===== src/rtl/pipe_ctrl_pkg.sv =====
// Shared types and constants for the pipeline stall/sequencing controller.
package pipe_ctrl_pkg;

    localparam int unsigned DIV_CYCLES_DEF = 32;
    localparam int unsigned CNT_W_DEF      = 6;
    localparam int unsigned STALL_W        = 6;
    localparam int unsigned STALL_CNT_W    = 32;
    localparam int unsigned ALUOP_W        = 6;

    // Stall vector bits: [0]pc [1]if [2]id [3]ex [4]mem [5]wb
    localparam logic [STALL_W-1:0] STALL_NONE = 6'b000000;
    localparam logic [STALL_W-1:0] STALL_ID   = 6'b000111;
    localparam logic [STALL_W-1:0] STALL_EX   = 6'b001111;

    localparam logic [ALUOP_W-1:0] ALUOP_NOP  = 6'b000000;
    localparam logic [ALUOP_W-1:0] ALUOP_DIV  = 6'b011010;
    localparam logic [ALUOP_W-1:0] ALUOP_DIVU = 6'b011011;

    typedef enum logic [1:0] {
        ST_IDLE = 2'b00,
        ST_BUSY = 2'b01,
        ST_DONE = 2'b10
    } state_e;

    typedef struct packed {
        logic               load;
        logic               step;
        logic               done;
        logic               busy;
        logic [STALL_W-1:0] stall;
    } ctrl_out_t;

    // ex uses this to raise ex_div_start_i for div/divu
    function automatic logic is_div_op(input logic [ALUOP_W-1:0] aluop);
        return (aluop == ALUOP_DIV) || (aluop == ALUOP_DIVU);
    endfunction

endpackage


===== src/rtl/pipe_ctrl_if.sv =====
// Handshake bundle between the pipeline stages and the stall controller.
interface pipe_ctrl_if;
    import pipe_ctrl_pkg::*;

    logic                   id_stallreq_i;
    logic                   ex_div_start_i;
    logic                   ex_div_zero_i;
    logic                   ex_cancel_i;
    logic                   div_load_o;
    logic                   div_step_o;
    logic                   div_done_o;
    logic                   div_busy_o;
    logic [STALL_W-1:0]     stall_o;
    logic [STALL_CNT_W-1:0] stall_cnt_o;

    modport master (
        output id_stallreq_i, ex_div_start_i, ex_div_zero_i, ex_cancel_i,
        input  div_load_o, div_step_o, div_done_o, div_busy_o, stall_o, stall_cnt_o
    );

    modport slave (
        input  id_stallreq_i, ex_div_start_i, ex_div_zero_i, ex_cancel_i,
        output div_load_o, div_step_o, div_done_o, div_busy_o, stall_o, stall_cnt_o
    );

endinterface


===== src/rtl/pipe_ctrl_sat_counter.sv =====
// Saturating up-counter with enable and synchronous active-high reset.
module pipe_ctrl_sat_counter #(
    parameter int unsigned W = 32
) (
    input  logic         clk,
    input  logic         rst,
    input  logic         en,
    output logic [W-1:0] cnt_o
);

    logic [W-1:0] cnt_q;
    logic [W-1:0] cnt_d;

    always_comb begin
        cnt_d = cnt_q;
        if (en && (cnt_q != '1)) begin
            cnt_d = cnt_q + W'(1);
        end
    end

    always_ff @(posedge clk) begin
        if (rst) begin
            cnt_q <= '0;
        end else begin
            cnt_q <= cnt_d;
        end
    end

    assign cnt_o = cnt_q;

endmodule


===== src/rtl/pipe_ctrl.sv =====
// Pipeline stall controller: merges load-use stalls with an iterative divide sequencer
// and counts stalled cycles for performance debug.
module pipe_ctrl
    import pipe_ctrl_pkg::*;
#(
    parameter int unsigned DIV_CYCLES = DIV_CYCLES_DEF,
    parameter int unsigned CNT_W      = CNT_W_DEF
) (
    input  logic       clk,
    input  logic       rst,
    pipe_ctrl_if.slave bus
);

    state_e                 state_q;
    state_e                 state_d;
    logic [CNT_W-1:0]       iter_q;
    logic [CNT_W-1:0]       iter_d;
    ctrl_out_t              out_c;
    logic                   ex_req_c;
    logic [STALL_CNT_W-1:0] stall_cnt;

    always_ff @(posedge clk) begin
        if (rst) begin
            state_q <= ST_IDLE;
            iter_q  <= '0;
        end else begin
            state_q <= state_d;
            iter_q  <= iter_d;
        end
    end

    // Next state: DONE is left unconditionally so a held start cannot re-launch the same div.
    always_comb begin
        state_d = state_q;
        iter_d  = iter_q;
        case (state_q)
            ST_IDLE: begin
                if (bus.ex_div_start_i && !bus.ex_cancel_i) begin
                    state_d = bus.ex_div_zero_i ? ST_DONE : ST_BUSY;
                    iter_d  = '0;
                end
            end
            ST_BUSY: begin
                if (bus.ex_cancel_i) begin
                    state_d = ST_IDLE;
                end else begin
                    iter_d = iter_q + CNT_W'(1);
                    if (iter_q == CNT_W'(DIV_CYCLES - 1)) begin
                        state_d = ST_DONE;
                    end
                end
            end
            ST_DONE: state_d = ST_IDLE;
            default: state_d = ST_IDLE;
        endcase
    end

    // Outputs: a cancelled cycle raises neither an ex stall nor a divider pulse.
    always_comb begin
        out_c    = '0;
        ex_req_c = 1'b0;
        if (!rst) begin
            case (state_q)
                ST_IDLE: begin
                    if (bus.ex_div_start_i && !bus.ex_cancel_i) begin
                        out_c.load = 1'b1;
                        ex_req_c   = 1'b1;
                    end
                end
                ST_BUSY: begin
                    out_c.busy = 1'b1;
                    if (!bus.ex_cancel_i) begin
                        out_c.step = 1'b1;
                        ex_req_c   = 1'b1;
                    end
                end
                ST_DONE: begin
                    out_c.busy = 1'b1;
                    out_c.done = !bus.ex_cancel_i;
                end
                default: ;
            endcase
            if (ex_req_c) begin
                out_c.stall = STALL_EX;
            end else if (bus.id_stallreq_i) begin
                out_c.stall = STALL_ID;
            end else begin
                out_c.stall = STALL_NONE;
            end
        end
    end

    pipe_ctrl_sat_counter #(
        .W (STALL_CNT_W)
    ) u_stall_cnt (
        .clk   (clk),
        .rst   (rst),
        .en    (out_c.stall != STALL_NONE),
        .cnt_o (stall_cnt)
    );

    assign bus.div_load_o  = out_c.load;
    assign bus.div_step_o  = out_c.step;
    assign bus.div_done_o  = out_c.done;
    assign bus.div_busy_o  = out_c.busy;
    assign bus.stall_o     = out_c.stall;
    assign bus.stall_cnt_o = rst ? '0 : stall_cnt;

endmodule


===== src/flat_wrapper.sv =====
// flat-port wrapper written by rule: the top's interface ports become plain ports
module pipe_ctrl_flat import pipe_ctrl_pkg::*;
#(
    parameter int unsigned DIV_CYCLES = DIV_CYCLES_DEF,
    parameter int unsigned CNT_W      = CNT_W_DEF
)
  (clk, rst, bus_id_stallreq_i, bus_ex_div_start_i, bus_ex_div_zero_i, bus_ex_cancel_i, bus_div_load_o, bus_div_step_o, bus_div_done_o, bus_div_busy_o, bus_stall_o, bus_stall_cnt_o);
  pipe_ctrl_if bus_i ();
  input  logic clk;
  input  logic rst;
  input wire logic [$bits(bus_i.id_stallreq_i)-1:0] bus_id_stallreq_i;
  input wire logic [$bits(bus_i.ex_div_start_i)-1:0] bus_ex_div_start_i;
  input wire logic [$bits(bus_i.ex_div_zero_i)-1:0] bus_ex_div_zero_i;
  input wire logic [$bits(bus_i.ex_cancel_i)-1:0] bus_ex_cancel_i;
  output wire logic [$bits(bus_i.div_load_o)-1:0] bus_div_load_o;
  output wire logic [$bits(bus_i.div_step_o)-1:0] bus_div_step_o;
  output wire logic [$bits(bus_i.div_done_o)-1:0] bus_div_done_o;
  output wire logic [$bits(bus_i.div_busy_o)-1:0] bus_div_busy_o;
  output wire logic [$bits(bus_i.stall_o)-1:0] bus_stall_o;
  output wire logic [$bits(bus_i.stall_cnt_o)-1:0] bus_stall_cnt_o;
  assign bus_i.id_stallreq_i = bus_id_stallreq_i;
  assign bus_i.ex_div_start_i = bus_ex_div_start_i;
  assign bus_i.ex_div_zero_i = bus_ex_div_zero_i;
  assign bus_i.ex_cancel_i = bus_ex_cancel_i;
  assign bus_div_load_o = bus_i.div_load_o;
  assign bus_div_step_o = bus_i.div_step_o;
  assign bus_div_done_o = bus_i.div_done_o;
  assign bus_div_busy_o = bus_i.div_busy_o;
  assign bus_stall_o = bus_i.stall_o;
  assign bus_stall_cnt_o = bus_i.stall_cnt_o;
  pipe_ctrl #(.DIV_CYCLES(DIV_CYCLES), .CNT_W(CNT_W)) u_core (.clk(clk), .rst(rst), .bus(bus_i));
endmodule

===== config.mk =====
export PLATFORM = sky130hd
export DESIGN_NAME = pipe_ctrl_flat
export DESIGN_NICKNAME = d
export VERILOG_FILES = /design/src/rtl/pipe_ctrl_pkg.sv /design/src/rtl/pipe_ctrl_if.sv /design/src/rtl/pipe_ctrl_sat_counter.sv /design/src/rtl/pipe_ctrl.sv /design/src/flat_wrapper.sv
export SDC_FILE = /design/constraint.sdc
export NUM_CORES = 1
export LEC_CHECK = 0
export ABC_CLOCK_PERIOD_IN_PS = 5770
export CELL_PAD_IN_SITES_DETAIL_PLACEMENT = 1
export CELL_PAD_IN_SITES_GLOBAL_PLACEMENT = 2
export CORE_UTILIZATION = 33
export DETAILED_ROUTE_END_ITERATION = 8
export HOLD_SLACK_MARGIN = 0.02
export PLACE_DENSITY = 0.92
export SLEW_MARGIN = 20
export SYNTH_ARGS = -nofsm -noshare
export SYNTH_HDL_FRONTEND = slang
export SYNTH_HIERARCHICAL = 1
export SYNTH_SLANG_ARGS = --single-unit
export TNS_END_PERCENT = 20

===== constraint.sdc =====
create_clock -name clk -period 5.77 [get_ports clk]
set_input_delay 1.154 -clock clk [delete_from_list [all_inputs] [get_ports clk]]
set_output_delay 1.154 -clock clk [all_outputs]
set_load 0.05 [all_outputs]

After elaboration in Yosys (flattened, before gate mapping)
Cells that the tools add are included.
{"block": "classes", "add_sub_neg": 2, "eq_ne": 7, "mux": 20, "reduce_logical": 9}
{"cell": "adder 32 x 1 -> 32 bit, second input constant", "count": 1}
{"cell": "2-to-1 mux 32 bit", "count": 1}
{"cell": "!= test 32 bit, second input constant", "count": 1}
{"cell": "2-to-1 mux 6 bit", "count": 3}
{"cell": "one-hot mux 6 bit (2 select lines)", "count": 1}
{"cell": "2-to-1 mux 10 bit", "count": 1}
{"cell": "2-to-1 mux 2 bit", "count": 4}
{"cell": "2-to-1 mux 1 bit", "count": 7}
{"cell": "adder 6 x 1 -> 6 bit, second input constant", "count": 1}
{"cell": "== test 6 x 5 -> 1 bit, second input constant", "count": 1}
{"cell": "nonzero test 6 bit", "count": 1}
{"cell": "one-hot mux 2 bit (2 select lines)", "count": 1}
{"cell": "2-to-1 mux 3 bit", "count": 1}
{"cell": "!= test 3 x 2 -> 1 bit, second input constant", "count": 1}
{"cell": "AND reduction 3 bit", "count": 1}
{"cell": "== test 2 x 1 -> 1 bit, second input constant", "count": 1}
{"cell": "== test 2 bit, second input constant", "count": 1}
{"cell": "logical AND 1 bit", "count": 2}
{"cell": "logical NOT 2 bit", "count": 1}
{"cell": "!= test 2 x 1 -> 1 bit, second input constant", "count": 1}
{"cell": "!= test 2 bit, second input constant", "count": 1}
{"cell": "one-hot mux 1 bit (2 select lines)", "count": 1}
{"cell": "AND reduction 2 bit", "count": 1}
{"cell": "nonzero test 2 bit", "count": 1}
{"cell": "other kinds (2)", "count": 2}
{"block": "totals", "ff_bits": 40, "inputBits": 6, "out_inout_bits": 42, "elab_cells": 41}

Depth between registers and ports, before layout
{"block": "depth", "ltp_word": 9, "mapped_depth": 10}

Cells and area by module
The synthesis kept the hierarchy.
{"mod": "pipe_ctrl_sat_counter", "n_inst": 1, "cells_each": 199, "area_per_inst_um2": 1674.1}
{"mod": "pipe_ctrl", "n_inst": 1, "cells_each": 107, "area_per_inst_um2": 824.5}

Least setup slack after synthesis
No wires, ideal clock.
{"block": "synth_timing", "kind": "input -> output", "start": "input bus_ex_cancel_i", "end": "output bus_stall_o[1]", "t_arrival_ps": 3456, "required_time_ps": 4616, "path_slack_ps": 1160, "stages": 5, "path_buffers": 2, "cell_sequence": "buf_2 nor2_1 a21boi_0 a21o_1 buf_4"}
{"block": "synth_via", "elab_chain_len": 7, "word_cells_on_any_way": 8, "classes_between": "6 x mux; 2 x reduce/logical"}
{"element": "from (decl)", "line": "flat_wrapper.sv:14", "rtl": "input wire logic [$bits(bus_i.ex_cancel_i)-1:0] bus_ex_cancel_i;"}
{"element": "logical NOT 1 bit", "line": "pipe_ctrl.sv:65", "rtl": "if (bus.ex_div_start_i && !bus.ex_cancel_i) begin"}
{"element": "logical AND 1 bit", "line": "pipe_ctrl.sv:65"}
{"element": "2-to-1 mux 1 bit", "line": "pipe_ctrl.sv:65"}
{"element": "one-hot mux 1 bit (2 select lines) *", "line": "pipe_ctrl.sv:63", "rtl": "case (state_q)"}
{"element": "2-to-1 mux 1 bit *", "line": "pipe_ctrl.sv:62", "rtl": "if (!rst) begin"}
{"element": "2-to-1 mux 6 bit *", "line": "pipe_ctrl.sv:83", "rtl": "if (ex_req_c) begin"}
{"element": "2-to-1 mux 10 bit *", "line": "pipe_ctrl.sv:62"}
{"element": "to (decl)", "line": "flat_wrapper.sv:19", "rtl": "output wire logic [$bits(bus_i.stall_o)-1:0] bus_stall_o;"}
Every way passes the cells marked *; elsewhere a longest branch is shown, timed or not. The select of a mux whose other input is x is not followed.

Worst setup path in the final report
Ends and elaborated chain as after synthesis.

==> results.txt <==
Hold buffers post-CTS = 0
Register Area = 801 sq um
Synth Register Bits = 40
Area added between synthesis and finish = 24.3%
Top FF cell, synth = dfxtp_1
PD cells = 188 nW/um^2
Total CTS buffers = 5
Fin nets = 353
Status = completed
Worst VDD drop = 0.0000891 V
Largest net degree at the start of global routing = 75
Via count = 2366
EDFF count, synth = 0
Hold Fails Final Rpt = 0
Critical Path RT = 4.62 ns
First-pass GRT wire length = 10.8 mm
Die outline width = 89.0 um
Chip height = 89.0 um
Synth Warn # = 6
Clock Skew = 0.0121 ns
CTS tree = built
Distinct cells, synth = 52
CP cell instances = clkdlybuf4s50_1 -> nor2_1 -> a21boi_0 -> a21o_1 -> clkdlybuf4s50_1
Row cnt = 31
Arrival time worst endpoint = 3.37 ns
Met1 WL = 3.19 mm
XOR/XNOR share of the synthesized area = 3.51%
Total gr overflow = 0
Tot GR Track Use = 17.2%
Sum Neg Setup Slack = 0 ns
CP Class = input pin to output port
DRC = 0
Initial antenna violation count = 0
Finished Layout Cells = 441
Clk sinks = 40
HPWL Detailed = 4.61 mm
Simple-gate share of the synthesized area = 37.5%
WL final = 6.46 mm
Gate Count Post-Synth = 306
Final min period = 4.52 ns
Synth Area in Compound Gates = 17.4%
CP max FO = 13
Post-Synth Adder-Cell Area = 3.00%
Fill count = 910
# diodes = 0
Inst Count DP = 433
Htree depth = 2
Max_cap viols = 0
RSZ-0062 raised after global routing = false
Later-pin clock latency in the skew report = 0.30 ns
Iter 0 DRT Violations = 144
Top Family by Delay on Critical Path = buffers and inverters
Met2 wire len = 3.08 mm
Relative max-transition margin = 26.0%
Slowest stage delay, CP = 0.81 ns
Syn Area/Cell = 8.17 sq um
Core Footprint = 7290 sq um
Vias per std cell = 5.37
Worst slew pin tran = 1.10 ns
Commonest non-fill, non-tap cell in the layout = clkdlybuf4s50_1
Post-synth ARST share = 0%
Die area = 7920 sq um
Multi-input logic area = 1590 sq um
Slowest CP cell = clkdlybuf4s50_1
Post-synthesis mux area share = 1.85%
Register area share after synthesis = 32.0%
Uppermost routed layer = met4
Initial Util = 34.3%
Syn Std Cell Area = 2500 sq um
Top cells by area, synth = dfxtp_1, nor2b_1, a21oi_1
Design Area, Final = 3110 sq um
Vias in the first global route = 2284
Root Buffer = clkbuf_8
Hold Crit Class = flip-flop to flip-flop
Period utilization = 78.4%
Largest family of logic cells by synthesized area = simple AND/OR/NAND/NOR gates
GP Congestion = 0.720
Top-area cell type share of the netlist area = 32.0%
PostCTS Resize Cnt = 0
Buffers & Inverters on Critical Path = 2
Max Freq = 221 MHz
# setup viols final = 0
Crit path capture type = output port
I/O Pins = 48
Startpoint class of the critical path = input pin
First-pass detailed-route iteration total = 4
Most frequent cells in the layout = clkdlybuf4s50_1, dfxtp_1, nor2b_1, a21oi_1, nor2_1
DP Area = 3000 sq um
Fin. max-slew vios = 0
Critical Path Most Common Cell = clkdlybuf4s50_1
Worst-path clk slew = 0.09 ns
Met3 routed WL = 139 um
CTS max path bufs = 2
Buffers on Ports = 45
Area leader, netlist = dfxtp_1
Layout cells sized above 1 = 6.73%
Post-CTS Setup Bufs = 0
Leakage dissipation = 0.949 nW
Antenna-violating nets left = 0
Drt wl/cell = 14.6 um
==> state kept, by name, indices dropped and copies added, names as in the netlist <==
name                      count
u_core/u_stall_cnt/cnt_o     32
u_core/iter_q                 6
u_core/state_q                2
==> cell usage after synthesis (5+ instances only) <==
cell type  number
a21oi_1        26
nor2b_1        38
nand2_1        12
o31ai_1        12
ha_1            6
or3_1          11
nand4_1        10
xnor2_1         9
nor2_1         20
clkbuf_1       12
dfxtp_1        40
inv_1           5
o21ai_0        15
or4_1          12
nand3_1        15
==> layout make-up <==
cell class	count	share of cell area (%)
sequential	40	25.8
clock inverter	2	1.13
clock buffer	6	2.34
inverter	5	0.604
tap	99	3.99
timing repair buffer	47	14.8
multi-input combinational	242	51.3
==> layer usage <==
metal,vias up,GRT usage (%)
li1,1186,-
met1,1146,22.8
met2,29,29.4
met3,5,2.86
met4,0,3.90
met5,-,0
==> per-stage QoR <==
stage | hold slack, ns | total power [mW] | utilization, % | setup slack [ns]
6_report | 0.501 | 0.583 | 42.6 | 1.25
5_1_grt | 0.523 | 0.601 | 42.6 | 1.12
4_1_cts | 0.501 | 0.588 | 42.6 | 1.25
3_5_place_dp | 0.490 | 0.358 | 41.1 | 1.24
3_3_place_gp | 0.479 | 0.357 | 41.1 | 1.29
2_1_floorplan | 0.460 | 0.340 | - | 1.16
==> report_power, final <==
part           switching [mW]  total (mW)  internal [mW]
sequential            0.00319       0.282          0.279
clock                   0.103       0.232          0.129
combinational          0.0469      0.0695         0.0226
total                   0.153       0.583          0.430
==> worst register-to-register path, cell delays in order (launching register included) <==
cell	delay, ns
dfxtp_1	0.33
inv_1	0.11
ha_1	0.28
o21ai_0	0.12
a21boi_0	0.32
a21o_1	0.23
nand4_1	0.37
nor4_2	0.62
nand4_1	0.15
nor4_1	0.27
mux2_2	0.37
==> worst paths after layout <==
| kind | start | to | slack [ns] | cells past startpoint |
|---|---|---|---|---|
| max | bus_ex_cancel_i | bus_stall_o[1] | 1.25 | 5 |
| min | u_core/u_stall_cnt/cnt_o[15] | u_core/u_stall_cnt/cnt_o[15] | 0.50 | 2 |
| max reg2reg | u_core/state_q[1] | u_core/u_stall_cnt/cnt_o[31] | 2.51 | 10 |
| min reg2reg | u_core/u_stall_cnt/cnt_o[15] | u_core/u_stall_cnt/cnt_o[15] | 0.50 | 2 |
==> kinds of logic after synthesis <==
family | Yosys count
AND/OR/NAND/NOR | 152
AO/OA/AOI/OAI | 68
flip-flops | 40
buffers and inverters | 25
XOR/XNOR | 10
adder cells (fa/ha/maj) | 6
multiplexers | 4
other | 1
No activity file was read; power rests on OpenSTA's default activity.
